$ cat src/rtl/fnv_pkg.sv
// Shared constants and state encoding for the FNV-1a 32-bit hash sequencer.
package fnv_pkg;

  localparam logic [31:0] FNV_OFFSET_BASIS = 32'h811C9DC5;
  localparam logic [31:0] FNV_PRIME        = 32'h01000193;

  typedef enum logic [1:0] {
    IDLE = 2'd0,
    LOAD = 2'd1,
    HASH = 2'd2,
    DONE = 2'd3
  } state_t;

endpackage

$ cat src/rtl/fnv_1a_step.sv
// One combinational FNV-1a octet step: xor the octet in, then multiply by the prime mod 2^32.
module fnv_1a_step
  import fnv_pkg::*;
(
  input  logic [31:0] hash,
  input  logic [7:0]  octet,
  output logic [31:0] next_hash
);

  assign next_hash = (hash ^ {24'b0, octet}) * FNV_PRIME;

endmodule

$ cat src/rtl/fnv_hash_seq.sv
// Word-to-octet sequencer for the FNV-1a 32-bit hash; one octet per cycle, partial final word.
// Optional message-length counter and msg_len port when FNV_HASH_LEN_EN is defined.
module fnv_hash_seq
  import fnv_pkg::*;
#(
  parameter int LEN_W = 16
) (
  input  logic        clk,
  input  logic        reset,
  input  logic        start,
  input  logic        in_valid,
  output logic        in_ready,
  input  logic [31:0] in_data,
  input  logic        in_last,
  input  logic [1:0]  in_bytes,
  output logic        busy,
  output logic        hash_valid,
  output logic [31:0] hash_out
`ifdef FNV_HASH_LEN_EN
  ,
  output logic [LEN_W-1:0] msg_len
`endif
);

  // Handshake: a word transfers on a rising edge where in_valid and in_ready are both high;
  // in_ready depends only on state (high in LOAD), and the source holds data until it transfers.

  state_t      state, state_next;
  logic [31:0] hash_q;
  logic [31:0] sh;
  logic [2:0]  n;
  logic        last_q;
  logic [31:0] step_out;
  logic        accept;

  fnv_1a_step u_step (
    .hash      (hash_q),
    .octet     (sh[7:0]),
    .next_hash (step_out)
  );

  assign accept   = in_valid && in_ready;
  assign hash_out = hash_q;

  always_comb begin
    state_next = state;
    in_ready   = 1'b0;
    busy       = 1'b0;
    hash_valid = 1'b0;
    case (state)
      IDLE, DONE: begin
        hash_valid = (state == DONE);
        if (start) state_next = LOAD;
      end
      LOAD: begin
        in_ready = 1'b1;
        busy     = 1'b1;
        if (in_valid) state_next = HASH;
      end
      HASH: begin
        busy = 1'b1;
        if (n == 3'd1) state_next = last_q ? DONE : LOAD;
      end
      default: state_next = IDLE;
    endcase
  end

  always_ff @(posedge clk) begin
    if (reset) begin
      state  <= IDLE;
      hash_q <= FNV_OFFSET_BASIS;
      sh     <= '0;
      n      <= '0;
      last_q <= 1'b0;
    end else begin
      state <= state_next;
      case (state)
        IDLE, DONE: begin
          if (start) hash_q <= FNV_OFFSET_BASIS;
        end
        LOAD: begin
          if (accept) begin
            sh     <= in_data;
            last_q <= in_last;
            // in_bytes of 0 encodes a full final word
            if (in_last && (in_bytes != 2'd0)) n <= {1'b0, in_bytes};
            else                               n <= 3'd4;
          end
        end
        HASH: begin
          hash_q <= step_out;
          sh     <= sh >> 8;
          n      <= n - 3'd1;
        end
        default: ;
      endcase
    end
  end

`ifdef FNV_HASH_LEN_EN
  // Byte count saturates instead of wrapping so an overlong message still reads as "huge".
  always_ff @(posedge clk) begin
    if (reset) begin
      msg_len <= '0;
    end else if (((state == IDLE) || (state == DONE)) && start) begin
      msg_len <= '0;
    end else if ((state == HASH) && (msg_len != {LEN_W{1'b1}})) begin
      msg_len <= msg_len + 1'b1;
    end
  end
`endif

endmodule

$ cat config.mk
export PLATFORM = sky130hd
export DESIGN_NAME = fnv_hash_seq
export DESIGN_NICKNAME = d
export VERILOG_FILES = /design/src/rtl/fnv_pkg.sv /design/src/rtl/fnv_1a_step.sv /design/src/rtl/fnv_hash_seq.sv
export SDC_FILE = /design/constraint.sdc
export NUM_CORES = 1
export LEC_CHECK = 0
export BUFFER_PORTS_ARGS = -buffer_cell sky130_fd_sc_hd__buf_2
export CELL_PAD_IN_SITES_DETAIL_PLACEMENT = 2
export CELL_PAD_IN_SITES_GLOBAL_PLACEMENT = 2
export CORE_MARGIN = 10
export CORE_UTILIZATION = 40
export CTS_BUF_LIST = sky130_fd_sc_hd__clkbuf_4 sky130_fd_sc_hd__clkbuf_8
export DETAILED_ROUTE_END_ITERATION = 10
export PLACE_DENSITY = 0.81
export SETUP_SLACK_MARGIN = 0.1
export SLEW_MARGIN = 20
export SYNTH_ARGS = -nofsm -noshare
export SYNTH_HDL_FRONTEND = slang
export SYNTH_SLANG_ARGS = --single-unit
$ cat constraint.sdc
create_clock -name clk -period 7.16 [get_ports clk]
set_input_delay 0 -clock clk [delete_from_list [all_inputs] [get_ports clk]]
set_output_delay 0 -clock clk [all_outputs]
set_load 0.005 [all_outputs]
# Word-level counts from Yosys, hierarchy flattened
# Cells that the tools add are included.
# totals
ram_bits,0
regBits,70
word_cells,43
latch_bits,0
mem_count,0
mem_bits_ro,0
output_inout_bits,35
inputBits,39
# classes
mul,1
n_mux,15
n_addsub,1
n_bitwise,1
reduce_logical,12
n_shift,0
n_div,0
n_eq_ne,8
n_lt_le_gt_ge,0
# ops
operator,n
$pmux 32 s2,2
$mux 32,2
$mul 32x25->32 const B,1
$xor 32x8->32,1
$mux 2,4
$ne 2x2->1 const B,4
$mux 3,2
$pmux 2 s3,1
$pmux 3 s2,1
$reduce_and 2->1,3
$reduce_bool 2->1,3
$eq 2x2->1 const B,2
$reduce_or 2->1,2
$eq 3x1->1 const B,1
$mux 1,3
$reduce_and 3->1,1
$sub 3x1->3 const B,1
$eq 2x1->1 const B,1
$logic_and 1x1->1,2
$logic_not 2->1,1

# Depth between registers and ports, before layout
# Gate-level depths: netlist of run 1.
# depth
depth_word,5
mapped_depth,21
ltp_nobuf,21

# Hierarchy
# A second synthesis of run 1 with hierarchy kept.
# hier_totals
hier_cells,917
hier_area_um2,8734.6
# by_module_without_submodules
module,cells_each,area_per_inst_um2,seq_area_each_um2,n_inst
fnv_1a_step,620,5731.7,0.0,1
fnv_hash_seq,297,3002.9,1401.3,1

# Least setup slack after synthesis of run 1
# No wires, ideal clock.
# synth_timing
path_type,reg2reg
from,register hash_q[7] (netlist: hash_out[7])
to,register hash_q[28] (netlist: hash_out[28])
n_path_buf,0
path_slack_ns,2.018
t_required_ns,7.032
setup_ns,0.128
arrival_ns,5.014
synth_period_minus_slack_ns,5.142
path_stages_with_launch,20
path_cell_list,dfxtp_1 > xor2_1 > ha_1 > ha_1 > fa_1 > ha_1 > fa_1 > ha_1 > inv_1 > fa_1 > inv_1 > ha_1 > a21o_1 > a21oi_1 > o21ai_1 > a221oi_1 > o21ai_1 > a211oi_1 > xor2_1 > o21ai_1
# synth_via
elab_chain_cells,3
# synth_rtl
element,line,text
start: declaration,fnv_hash_seq.sv:29,logic [31:0] hash_q;
start signal: assignment,fnv_hash_seq.sv:91,hash_q <= step_out;
$xor 32x8->32,fnv_1a_step.sv:10,"assign next_hash = (hash ^ {24'b0, octet}) * FNV_PRIME;"
$mul 32x25->32,fnv_1a_step.sv:10,
$pmux 32 s2,fnv_hash_seq.sv:77,case (state)
# Every way passes these cells.
# A chain may end at the register's enable or synchronous reset.

# Final worst setup path of run 1
# layout_timing
from,register hash_q[3] (netlist: hash_out[3])
to,register hash_q[28] (netlist: hash_out[28])
# The elaborated chain is that of the path after synthesis.

==> run_results.csv, run 1 <==
group,metric,value,unit
global_routing,grt.total_usage,22.5,%
route,route.met2.wl,16100,um
sta,hold_viol_final,0,
worst_setup_path,critPathMaxFanout,6,
worst_hold_path,holdPathEnd,"sh[3]",
logic_synthesis,synth_nets,1214,
worst_setup_path,critPathKind,"register to register",
floorplanning,die-height,165,um
run_status,result_of_the_run,"finished, final reports clean",
sta,max_slew_margin,31.5,%
global_routing,grt-ovfl-total,0,
route,ant_nets,0,
clock_tree,worstSkewPairLatency,380,ps
logic_synthesis,number_of_distinct_standard_cells_referenced_by_the_synthesized_netlist,47,
floorplanning,design.core.area,20400,um2
worst_hold_path,timing.hold.worst.class,"input pin to register",
sta,setup_repair_after_global_routing_missed_its_margin,"no",
clock_tree,path_clk_slew,100,ps
worst_setup_path,critPathLaunchType,"register",
sta,post-route-period-util,84.4,%
sta,summed_negative_setup_slack_over_all_endpoints,0,ps
place,dp_hpwl,22100,um
worst_setup_path,worst_ep_arrival_time,6290,ps
place,detailed_place.area,9060,um2
logic_synthesis,ys_seq_area_share,16.7,%
global_routing,number_of_antenna_violations_at_the_first_check_in_global_routing,2,
clock_tree,post_cts.repair.setup_buffers,0,
worst_setup_path,rr_startpoint,"hash_out[3]",
worst_setup_path,kind_of_end_point_of_the_critical_path,"register",
route,count_of_unresolved_drc_violations_after_routing,0,
sta,worst-slew-pin-transition,1020,ps
clock_tree,hold_buffers,26,
global_routing,grt_first_pass_wirelength,46800,um
worst_setup_path,cp.required,7410,ps
global_routing,number_of_global_route_vias_before_repair,8228,
route,detailedRoute.firstIterationViolations,349,
route,via_total_after_detailed_routing,6881,
logic_synthesis,dominantRegCellSynth,"sky130_fd_sc_hd__dfxtp_1",
cells_and_area,layout_cells_sized_above_1,10.4,%
floorplanning,num_io_pins,74,
logic_synthesis,synth.ff_latch_count,70,
route,detail_route.wirelength,29800,um
sta,setup_viol,0,
power,peakVddDrop,0.200,mV
cells_and_area,area_growth_syn_to_layout,13.9,%
logic_synthesis,async_flop_share,0,%
clock_tree,cts_tree,"built",
place,finalWeightedCongestion,0.875,
logic_synthesis,synth.avg_cell_area,9.20,um2
floorplanning,die_boundary_width,165,um
power,power.leakage,0.00477,uW
worst_setup_path,r2r_setup_slack,1120,ps
route,met3_wirelength,1060,um
worst_setup_path,worst-r2r-cell-count,19,
logic_synthesis,count_of_flip_flops_with_a_built_in_enable_after_synthesis,0,
sta,period_needed,6040,ps
sta,skew,13.8,ps
logic_synthesis,post_synth_inst_count,910,
sta,finalWorstSetupSlack,1120,ps
clock_tree,cts-resized-gates,0,
clock_tree,cts_max_path_buffers,2,
place,dp_worst_setup_slack,1160,ps
route,detail_route.vias_per_cell,5.36,
worst_setup_path,regToRegEndpoint,"hash_out[28]",
route,routed.top_layer,"met4",
floorplanning,num_rows,52,
logic_synthesis,synth.yosys.warnings,0,
power,power.density,307,nW/um2
route,wirelength_met1,11800,um
sta,finalMaxSlewViolations,0,
cells_and_area,nets,1310,
clock_tree,cts_inserted_buffers,9,
route,wl_per_cell,23.2,um
floorplanning,dieArea,27100,um2
logic_synthesis,synthesis.area,8370,um2
place,numPortBuffers,73,
cells_and_area,postLayoutCellArea,9540,um2
clock_tree,clock_sink_count,70,
worst_hold_path,worst_hold_path_stage_count,3,
clock_tree,ctsRootBufferMaster,"sky130_fd_sc_hd__clkbuf_8",
cells_and_area,layout.core_utilization,46.7,%
global_routing,pin_count_of_the_biggest_net_entering_global_routing,61,
route,drt_first_pass_iters,4,
power,total_power,2930,uW
clock_tree,htree_levels,3,
job,drv.max_cap_violation_count,0,
sta,fmax,0.166,GHz
worst_hold_path,holdCritStartpoint,"in_data[3]",
floorplanning,start_util,41.0,%
## metrics by stage
step	hold WS (ps)	std cells
6_report	20.8	1284
5_1_grt	27.3	1283
4_1_cts	3.48	1280
3_5_place_dp	250	1238
3_3_place_gp	234	1238
2_1_floorplan	147	910
## layer usage
layer | global-route usage [%] | up-vias
li1 | - | 3223
met1 | 25.3 | 3482
met2 | 42.0 | 129
met3 | 3.34 | 47
met4 | 7.85 | 0
met5 | 0 | -
## placed cells by master (no fill, tap or decap), types with 26 or more instances in the layout
master / n
sky130_fd_sc_hd__a211oi_1: 29
sky130_fd_sc_hd__a21oi_1: 33
sky130_fd_sc_hd__buf_2: 73
sky130_fd_sc_hd__dfxtp_1: 70
sky130_fd_sc_hd__dlygate4sd3_1: 26
sky130_fd_sc_hd__fa_1: 74
sky130_fd_sc_hd__ha_1: 190
sky130_fd_sc_hd__inv_1: 172
sky130_fd_sc_hd__nand2_1: 36
sky130_fd_sc_hd__nor2_1: 71
sky130_fd_sc_hd__xnor2_1: 28
## worst max-delay path: stages, from the launching register on
cell	delay, ps
sky130_fd_sc_hd__dfxtp_1	470
sky130_fd_sc_hd__xor2_1	610
sky130_fd_sc_hd__ha_1	370
sky130_fd_sc_hd__ha_1	300
sky130_fd_sc_hd__fa_1	440
sky130_fd_sc_hd__ha_1	240
sky130_fd_sc_hd__fa_1	480
sky130_fd_sc_hd__ha_1	290
sky130_fd_sc_hd__inv_1	60
sky130_fd_sc_hd__fa_1	530
sky130_fd_sc_hd__inv_1	40
sky130_fd_sc_hd__ha_1	380
sky130_fd_sc_hd__a21o_1	210
sky130_fd_sc_hd__a21oi_1	200
sky130_fd_sc_hd__o21ai_1	140
sky130_fd_sc_hd__a221oi_1	290
sky130_fd_sc_hd__o21ai_1	250
sky130_fd_sc_hd__a211oi_1	350
sky130_fd_sc_hd__xor2_1	180
sky130_fd_sc_hd__o21ai_1	70
## worst max path at each step
stage / from / endpoint / slack [ps] / depth (start not counted)
after detailed placement: hash_out[5] / hash_out[28] / 1160 / 19
after floorplan: hash_out[7] / hash_out[28] / 2020 / 19
after global routing: hash_out[3] / hash_out[28] / 860 / 19
after CTS: hash_out[5] / hash_out[28] / 1140 / 19
final: hash_out[3] / hash_out[28] / 1120 / 19
after global placement: hash_out[5] / hash_out[28] / 1340 / 19
## cells in the mapped netlist, drive strengths merged, types with 3 or more instances
library cell    n  area (um2)
xor2           24         210
a211oi         29         218
inv           172         646
and3            5        32.5
nor2           71         267
o21ai          32         160
a21o            8        60.1
fa             74        1480
nand2b         13        81.3
dfxtp          70        1400
and2            3        18.8
o21bai          3        22.5
o22ai           6        37.5
a21oi          35         183
nor3            3        15.0
nand3          12        60.1
a31oi           5        31.3
a22oi          15         113
o211ai          3        22.5
mux2i          25         250
xnor2          28         245
nand2          36         135
clkbuf         20        75.1
or3             3        18.8
ha            191        2390
## registers in the layout (all words and copies together) (netlist names)
| signal | count |
|---|---|
| hash_out | 32 |
| last_q | 1 |
| sh | 32 |
| n | 3 |
| state | 2 |
## logic make-up (layout without fill, tap and decap cells)
family / Yosys count / count (layout) / share of synthesized area (%)
AO/OA/AOI/OAI: 148 / 148 / 11.4
other: 0 / 3 / 0
flip-flops: 70 / 70 / 16.7
XOR/XNOR: 52 / 52 / 5.44
adder cells (fa/ha/maj): 265 / 265 / 46.2
AND/OR/NAND/NOR: 156 / 156 / 8.50
multiplexers: 25 / 25 / 2.99
buffers and inverters: 194 / 295 / 8.73
## power breakdown
| group | leakage (uW) | internal [uW] | total, uW | switching, uW |
|---|---|---|---|---|
| sequential | 0.000569 | 411 | 432 | 20.8 |
| combinational | 0.00411 | 835 | 2160 | 1320 |
| clock | 0.0000907 | 135 | 339 | 204 |
| total | 0.00477 | 1380 | 2930 | 1550 |
## area by class of cell
| type | count | area, um2 |
|---|---|---|
| clock buffer | 9 | 124 |
| inverter | 172 | 646 |
| antenna | 3 | 7.51 |
| timing repair buffer | 107 | 706 |
| fill | 2225 | 10900 |
| multi-input combinational | 646 | 6250 |
| tap | 270 | 338 |
| clock inverter | 7 | 63.8 |
| sequential | 70 | 1400 |
No activity file was read; power rests on OpenSTA's default activity.
==> run 2: changes to the inputs <==
--- a/config.mk
+++ b/config.mk
@@ -9,10 +9,10 @@
 export CELL_PAD_IN_SITES_DETAIL_PLACEMENT = 2
 export CELL_PAD_IN_SITES_GLOBAL_PLACEMENT = 2
 export CORE_MARGIN = 10
-export CORE_UTILIZATION = 40
+export CORE_UTILIZATION = 36
 export CTS_BUF_LIST = sky130_fd_sc_hd__clkbuf_4 sky130_fd_sc_hd__clkbuf_8
 export DETAILED_ROUTE_END_ITERATION = 10
-export PLACE_DENSITY = 0.81
+export PLACE_DENSITY = 0.77
 export SETUP_SLACK_MARGIN = 0.1
 export SLEW_MARGIN = 20
 export SYNTH_ARGS = -nofsm -noshare
==> constraint.sdc (replaced) <==
create_clock -name clk -period 4.9 [get_ports clk]
set_input_delay 0 -clock clk [delete_from_list [all_inputs] [get_ports clk]]
set_output_delay 0 -clock clk [all_outputs]
set_load 0.005 [all_outputs]
==> run_results.csv, run 2 (synthesized netlist as in run 1, its figures left out) <==
group,metric,value,unit
run_status,result_of_the_run,"finished, violations left",
run_status,violations,"hold timing, setup timing",
place,dp_hpwl,24900,um
floorplanning,die_boundary_width,172,um
worst_hold_path,holdCritStartpoint,"in_data[8]",
power,power.switching_fraction,52.1,%
cells_and_area,nets,1440,
floorplanning,die-height,172,um
sta,setup_repair_after_global_routing_missed_its_margin,"yes",
cells_and_area,layout_cells_sized_above_1,35.3,%
sta,period_needed,5320,ps
route,wl_per_cell,29.8,um
power,p_clk_share,7.4,%
floorplanning,start_util,36.8,%
route,detailedRoute.firstIterationViolations,466,
power,power.leakage,0.00553,uW
sta,max_slew_margin,39.5,%
sta,fmax,0.188,GHz
cells_and_area,n_fill_cell,2301,
clock_tree,cts_inserted_buffers,9,
sta,skew,20.5,ps
clock_tree,path_clk_slew,110,ps
sta,worst-slew-pin-transition,903,ps
place,numPortBuffers,73,
worst_setup_path,critPathKind,"register to register",
sta,finalWorstSetupSlack,-416,ps
sta,post-route-period-util,108,%
power,peakVddDrop,0.428,mV
floorplanning,design.core.area,22800,um2
cells_and_area,layout_common_cells,"sky130_fd_sc_hd__inv_1 (154), sky130_fd_sc_hd__ha_1 (142), sky130_fd_sc_hd__buf_4 (124)",
cells_and_area,area_growth_syn_to_layout,41.5,%
floorplanning,dieArea,29800,um2
power,part_of_the_total_power_dissipated_in_sequential_elements,9.1,%
worst_setup_path,kind_of_end_point_of_the_critical_path,"register",
job,drv.max_cap_violation_count,0,
route,via_total_after_detailed_routing,8080,
sta,finalHoldWorstSlack,-4.70,ps
sta,finalMaxSlewViolations,0,
power,p_int,3370,uW
power,power.share.combinational,83.6,%
cells_and_area,layout.cells.non_filler,1454,
place,dpl.cell_count,1382,
floorplanning,num_rows,55,
route,detail_route.vias_per_cell,5.56,
power,total_power,7040,uW
sta,hold_viol_final,3,
global_routing,grt.total_usage,25.5,%
route,drt_first_pass_iters,5,
worst_hold_path,timing.hold.worst.class,"input pin to register",
power,power.density,594,nW/um2
global_routing,number_of_antenna_violations_at_the_first_check_in_global_routing,2,
sta,setup_viol,20,
place,detailed_place.area,10100,um2
worst_setup_path,critPathLaunchType,"register",
worst_setup_path,cp.required,5170,ps
global_routing,number_of_global_route_vias_before_repair,9422,
clock_tree,ctsRootBufferMaster,"sky130_fd_sc_hd__clkbuf_8",
global_routing,grt_first_pass_wirelength,56300,um
clock_tree,clock_sink_count,70,
worst_setup_path,worst_ep_arrival_time,5590,ps
worst_setup_path,rr_startpoint,"hash_out[7]",
worst_setup_path,critPathMaxFanout,3,
power,switching_power,3670,uW
floorplanning,num_io_pins,74,
cells_and_area,postLayoutCellArea,11800,um2
cells_and_area,mostFrequentLayoutCell,"sky130_fd_sc_hd__inv_1",
worst_setup_path,critical_path.startpoint,"hash_out[7]",
clock_tree,cts_max_path_buffers,2,
clock_tree,worstSkewPairLatency,410,ps
route,ant_nets,0,
global_routing,pin_count_of_the_biggest_net_entering_global_routing,51,
clock_tree,cts_tree,"built",
route,count_of_unresolved_drc_violations_after_routing,0,
place,finalWeightedCongestion,0.831,
route,detail_route.wirelength,43400,um
clock_tree,htree_levels,3,
cells_and_area,antenna_diode_count,0,
global_routing,grt-ovfl-total,0,
==> run 2: cell types whose count changed in the layout (fill, tap and decap cells not counted), moves of 13 or more <==
cell and change:
sky130_fd_sc_hd__inv_1 -18, sky130_fd_sc_hd__xor2_1 -13, sky130_fd_sc_hd__inv_2 +18, sky130_fd_sc_hd__dfxtp_1 -26, sky130_fd_sc_hd__dfxtp_4 +17, sky130_fd_sc_hd__a21oi_1 -13, sky130_fd_sc_hd__ha_4 +42, sky130_fd_sc_hd__buf_4 +117
sky130_fd_sc_hd__ha_1 -48
==> run 2: repair_timing <==
item / 4_1_cts / 5_1_grt
cloned: 0 / 0
endpoints found under the setup margin: 21 / 21
pin swaps: 101 / 67
hold endpoints to repair: 27 / 1
hold buffers: 28 / 1
resized for setup: 115 / 81
buffers inserted: 17 / 13
==> run 2: worst max-delay path: stages (launching register included) <==
cell,delay [ps]
sky130_fd_sc_hd__dfxtp_4,380
sky130_fd_sc_hd__xor2_4,200
sky130_fd_sc_hd__buf_12,140
sky130_fd_sc_hd__buf_6,110
sky130_fd_sc_hd__ha_4,170
sky130_fd_sc_hd__ha_4,280
sky130_fd_sc_hd__fa_2,480
sky130_fd_sc_hd__ha_4,180
sky130_fd_sc_hd__fa_1,510
sky130_fd_sc_hd__ha_2,180
sky130_fd_sc_hd__inv_2,40
sky130_fd_sc_hd__fa_1,530
sky130_fd_sc_hd__inv_1,50
sky130_fd_sc_hd__ha_2,190
sky130_fd_sc_hd__buf_4,130
sky130_fd_sc_hd__buf_4,130
sky130_fd_sc_hd__a21oi_1,280
sky130_fd_sc_hd__o21ai_4,130
sky130_fd_sc_hd__a221oi_4,370
sky130_fd_sc_hd__o21ai_4,140
sky130_fd_sc_hd__a211oi_2,280
sky130_fd_sc_hd__xor2_1,180
sky130_fd_sc_hd__o21ai_1,80
==> run 2: path summary, 6_finish.rpt <==
kind | slack (ps) | endpoint | depth (start not counted)
worst min register to register | 520 | last_q | 2
worst max-delay path | -420 | hash_out[30] | 22
worst max register to register | -420 | hash_out[30] | 22
worst min-delay path | -5 | sh[8] | 3
==> run 2: stage by stage <==
| stage | hold slack, ps | setup WS (ps) | utilization, % | setup TNS [ps] |
|---|---|---|---|---|
| after floorplan | 147 | 98.6 | - | 0 |
| after global placement | 235 | -337 | 44.3 | -3200 |
| after detailed placement | 246 | -602 | 44.3 | -6600 |
| after CTS | 1.89 | -180 | 49.5 | -997 |
| after global routing | 13.9 | -603 | 52.0 | -6710 |
| final | -4.70 | -416 | 52.0 | -4690 |
==> run 2: metal layers <==
metal  track usage, %  part of all wire [%]  vias up
met5                0                 0.030        -
met4             13.9                   5.6        2
met3             4.63                   4.2      140
met2             47.4                    54      288
met1             26.4                    36     4168
li1                 -                     -     3482
==> run 2: cell type report <==
class	count	area (um2)	share of cell area, %
clock inverter	7	61.3	0.518
multi-input combinational	646	7400	62.5
inverter	172	646	5.45
tap	313	392	3.31
clock buffer	9	124	1.05
sequential	70	1480	12.5
timing repair buffer	237	1740	14.7
==> run 2: power by group through the flow <==
stage          logic (uW)  clock network, uW  registers, uW
2_1_floorplan        2340                  0            635
3_3_place_gp         3510                  0            638
3_5_place_dp         3720                  0            642
4_1_cts              4410                496            628
5_1_grt              6160                539            639
6_report             5880                520            638
